File: src/rtl/f_to_d_pipe.sv
// rtl/f_to_d_pipe.sv - fetch-to-decode stage with 2-entry skid buffer, flush and NOP injection
// Main entry drives D_*, the skid entry absorbs one instruction while decode stalls.
module f_to_d_pipe #(
  parameter int                  XLEN     = 32,
  parameter int                  PC_BITS  = 5,
  parameter logic [XLEN-1:0]     NOP_INST = XLEN'(32'h0000_0013),
  parameter int                  CNT_BITS = 16
) (
  input  logic                clk,
  input  logic                rst,
  input  logic                F_valid,
  input  logic [PC_BITS-1:0]  F_pc,
  input  logic [XLEN-1:0]     F_inst,
  output logic                F_ready,
  input  logic                flush,
  input  logic                D_ready,
  output logic                D_valid,
  output logic [PC_BITS-1:0]  D_pc,
  output logic [XLEN-1:0]     D_inst,
  output logic [1:0]          occ,
  output logic [CNT_BITS-1:0] bubble_cnt
);

  logic                r_d_valid;
  logic [PC_BITS-1:0]  r_d_pc;
  logic [XLEN-1:0]     r_d_inst;
  logic                r_s_valid;
  logic [PC_BITS-1:0]  r_s_pc;
  logic [XLEN-1:0]     r_s_inst;
  logic                r_f_ready;
  logic [CNT_BITS-1:0] r_bubble_cnt;

  logic w_accept;
  logic w_drain;
  logic w_main_free;
  logic w_to_skid;
  logic w_s_valid_nxt;
  logic w_cnt_max;

  assign w_accept    = F_valid && r_f_ready;
  assign w_drain     = r_d_valid && D_ready;
  assign w_main_free = !r_d_valid || w_drain;
  assign w_to_skid   = w_accept && !w_main_free;
  assign w_cnt_max   = &r_bubble_cnt;

  // A free main entry always pulls the skid forward, so the skid can only stay or fill while main is stuck.
  assign w_s_valid_nxt = w_main_free ? 1'b0 : (r_s_valid || w_accept);

  always_ff @(posedge clk) begin
    if (rst) begin
      r_d_valid <= 1'b0;
      r_d_pc    <= '0;
      r_d_inst  <= NOP_INST;
    end else if (flush) begin
      r_d_valid <= 1'b0;
      r_d_pc    <= '0;
      r_d_inst  <= NOP_INST;
    end else if (w_main_free) begin
      if (r_s_valid) begin
        r_d_valid <= 1'b1;
        r_d_pc    <= r_s_pc;
        r_d_inst  <= r_s_inst;
      end else if (w_accept) begin
        r_d_valid <= 1'b1;
        r_d_pc    <= F_pc;
        r_d_inst  <= F_inst;
      end else begin
        r_d_valid <= 1'b0;
        r_d_inst  <= NOP_INST;
      end
    end
  end

  always_ff @(posedge clk) begin
    if (rst) begin
      r_s_valid <= 1'b0;
      r_s_pc    <= '0;
      r_s_inst  <= NOP_INST;
      r_f_ready <= 1'b1;
    end else if (flush) begin
      r_s_valid <= 1'b0;
      r_f_ready <= 1'b1;
    end else begin
      if (w_to_skid) begin
        r_s_pc   <= F_pc;
        r_s_inst <= F_inst;
      end
      r_s_valid <= w_s_valid_nxt;
      r_f_ready <= !w_s_valid_nxt;
    end
  end

  // Counts idle decode cycles, including flush cycles, and sticks at all-ones.
  always_ff @(posedge clk) begin
    if (rst) begin
      r_bubble_cnt <= '0;
    end else if (!r_d_valid && !w_cnt_max) begin
      r_bubble_cnt <= r_bubble_cnt + 1'b1;
    end
  end

  assign F_ready    = r_f_ready;
  assign D_valid    = r_d_valid;
  assign D_pc       = r_d_pc;
  assign D_inst     = r_d_inst;
  assign occ        = {1'b0, r_d_valid} + {1'b0, r_s_valid};
  assign bubble_cnt = r_bubble_cnt;

  a_no_skid_overflow: assert property (@(posedge clk) disable iff (rst) !(w_accept && r_s_valid));

endmodule

File: config.mk
export PLATFORM = sky130hd
export DESIGN_NAME = f_to_d_pipe
export DESIGN_NICKNAME = d
export VERILOG_FILES = /design/src/rtl/f_to_d_pipe.sv
export SDC_FILE = /design/constraint.sdc
export NUM_CORES = 1
export LEC_CHECK = 0
export ABC_AREA = 1
export CAP_MARGIN = 20
export CORE_ASPECT_RATIO = 0.5
export CORE_UTILIZATION = 52
export CTS_CLUSTER_DIAMETER = 40
export DETAILED_ROUTE_END_ITERATION = 7
export PLACE_DENSITY = 0.84
export SKIP_CTS_REPAIR_TIMING = 1
export SYNTH_ARGS = -nofsm -noshare
export SYNTH_HDL_FRONTEND = slang
export SYNTH_SLANG_ARGS = --single-unit
File: constraint.sdc
create_clock -name clk -period 4.05 [get_ports clk]
set_input_delay 0.81 -clock clk [delete_from_list [all_inputs] [get_ports clk]]
set_output_delay 0.81 -clock clk [all_outputs]
set_load 0.05 [all_outputs]
==> flow_summary.json <==
{
  "status": "finished clean",
  "drt_iter0_markers": 335,
  "cp-end-kind": "primary output",
  "hold_viol_final": 0,
  "fin_skew_ns": 0.00365,
  "rows": 21,
  "grt.total_usage_pct": 26.9,
  "power.leakage_nw": 1.92,
  "setup_tns_ns": 0,
  "min_period_ns": 2.86,
  "tritoncts": "built",
  "finalNonFillerCells": 717,
  "place_ws_ns": 1.08,
  "cp-start-kind": "register",
  "drc": 0,
  "tightest_slew_ns": 0.957,
  "gp_congestion": 0.898,
  "powerDensity_nw_per_um2": 385,
  "cts.sinks": 93,
  "clock_latency_ns": 0.34,
  "ios": 99,
  "setup_ws_ns": 1.19,
  "r2r_slack_ns": 1.73,
  "vdd_drop_max_mv": 0.328,
  "antenna_cells": 0,
  "io_buffers": 98,
  "arrival_ns": 2.05,
  "htree_levels": 3,
  "overflow": 0,
  "area_growth_pct": 33.2,
  "die_x_um": 124,
  "synth_seq_area_share_pct": 48.4,
  "layout_common_cells": "109 x nor2_1, 98 x clkdlybuf4s50_1, 93 x dfxtp_1, 74 x nand2_1, 70 x a21oi_1",
  "start_util_pct": 55.7,
  "grt_max_degree": 54,
  "maxCapViolations": 0,
  "coreArea_um2": 6910,
  "fillers": 534,
  "drtAntennaViolNets": 0,
  "period_share_pct": 70.7,
  "drive_gt1_share_pct": 4.16,
  "synth.distinct_cells": 21,
  "ff2ff_path_depth": 7,
  "die_y_um": 62.8,
  "grt_pass1_wl_mm": 16.3,
  "mostFrequentLayoutCell": "nor2_1",
  "dp.cells": 702,
  "fmax_ghz": 0.349,
  "slew_viol_final": 0,
  "nets": 665,
  "regToRegEndpoint": "r_s_inst[2]",
  "synth_area_per_cell_um2": 7.14,
  "synthAdderAreaFrac_pct": 0.650,
  "worstSetupStartpoint": "r_s_valid",
  "r2r-start": "D_valid",
  "worst-setup-path-type": "reg -> out",
  "synthSimpleGateAreaFrac_pct": 25.6,
  "p_total_mw": 1.97,
  "first_pass_iters": 5,
  "num_vias": 3924,
  "dp_hpwl_mm": 6.28,
  "grt_pass1_vias": 3512,
  "finalWirelength_mm": 10.0,
  "synth_seq_cells": 93,
  "syn-cell-area_um2": 3850,
  "cts_root_buf": "clkbuf_16",
  "clkTransAtPathRegs_ns": 0.06,
  "relSlewSlack_pct": 36.1,
  "hp-class": "reg -> reg",
  "timing.critical_path.fanout_max": 39,
  "cts_buffers": 9,
  "synthesis.nets": 583,
  "synth_warnings": 0,
  "cts.path.max_buffers": 2,
  "routedWlPerCell_um": 14.0,
  "synth_compound_area_share_pct": 19.4,
  "synthXorXnorAreaFrac_pct": 0,
  "synth_cells": 539,
  "cp-endpoint": "occ[0]",
  "muxShareOfSynthArea_pct": 0,
  "dieArea_um2": 7770,
  "antenna_found_initial": 0,
  "worstPathRequired_ns": 3.24,
  "setup_viol": 0,
  "hold_ws_ns": 0.464,
  "viasPerCell": 5.47,
  "rsz0062_at_grt": "false",
  "synth_top_family_by_area": "simple AND/OR/NAND/NOR gates"
}
[synth_stat cells (all sizes together)]
cell | instances | area, µm²
nor2 | 111 | 419
dfxtp | 93 | 1860
nand2 | 74 | 278
a21oi | 70 | 350
o21ai | 69 | 345
nand3 | 44 | 220
inv | 25 | 93.8
clkbuf | 22 | 82.6
buf | 11 | 52.6
a31oi | 8 | 50.1
nor3 | 6 | 41.3
ha | 2 | 25.0
nand4 | 2 | 18.8
clkinv | 1 | 3.75
nand3b | 1 | 7.51
[report_power, final]
group | switching, mW | internal [mW] | leakage (nW)
combinational | 0.147 | 0.0950 | 1.04
sequential | 0.0152 | 0.938 | 0.754
clock | 0.348 | 0.430 | 0.121
total | 0.510 | 1.46 | 1.92
[worst min path at each step]
stage | startpoint | end | slack [ns] | cells after the start
after floorplan | r_s_inst[0] | r_s_inst[0] | 0.43 | 2
after global placement | r_s_inst[4] | r_s_inst[4] | 0.44 | 2
after detailed placement | r_s_inst[4] | r_s_inst[4] | 0.45 | 2
after CTS | r_s_inst[4] | r_s_inst[4] | 0.46 | 2
after global routing | r_s_pc[4] | D_pc[4] | 0.49 | 2
final | r_s_inst[4] | r_s_inst[4] | 0.46 | 2
[kinds of logic after synthesis]
group | Yosys count
adders and majority gates | 2
buffers and inverters | 59
and+or+nand+nor | 238
AOI/OAI and AO/OA | 147
DFF | 93
[final cells by class]
class	count	area, µm²	share of cell area [%]
multi-input cells	387	1760	34.3
clock buffers	12	246	4.81
well taps	92	115	2.24
inverters	26	97.6	1.90
flip-flops and latches	93	1860	36.3
repair buffers	104	1030	20.0
clock inverters	3	22.5	0.439
[layer usage]
| layer | GRT usage, % | vias up | routed length [µm] |
|---|---|---|---|
| met5 | 0 | - | 0 |
| met4 | 8.58 | 0 | 130 |
| met3 | 7.30 | 14 | 679 |
| met2 | 45.1 | 149 | 4800 |
| met1 | 33.2 | 1803 | 4420 |
| li1 | - | 1958 | - |
[critical path: stages (launching register included)]
cell	delay, ns
dfxtp_1	0.31
buf_4	0.38
ha_1	0.32
clkdlybuf4s50_1	0.70
[sequential cells by signal (all words and copies together), names as in the netlist]
register and cells:
D_pc 5, bubble_cnt 16, D_inst 32, r_s_inst 32, F_ready 1, D_valid 1
r_s_pc 5, r_s_valid 1
[metrics by stage]
stage                     utilization [%]  instance area (µm²)
final                                74.2                 5130
after global routing                 74.2                 5130
after CTS                            74.2                 5130
after detailed placement             70.3                 4860
after global placement               70.3                 4860
after floorplan                         -                 3850
Note: power is estimated with default switching activity, not from simulation.
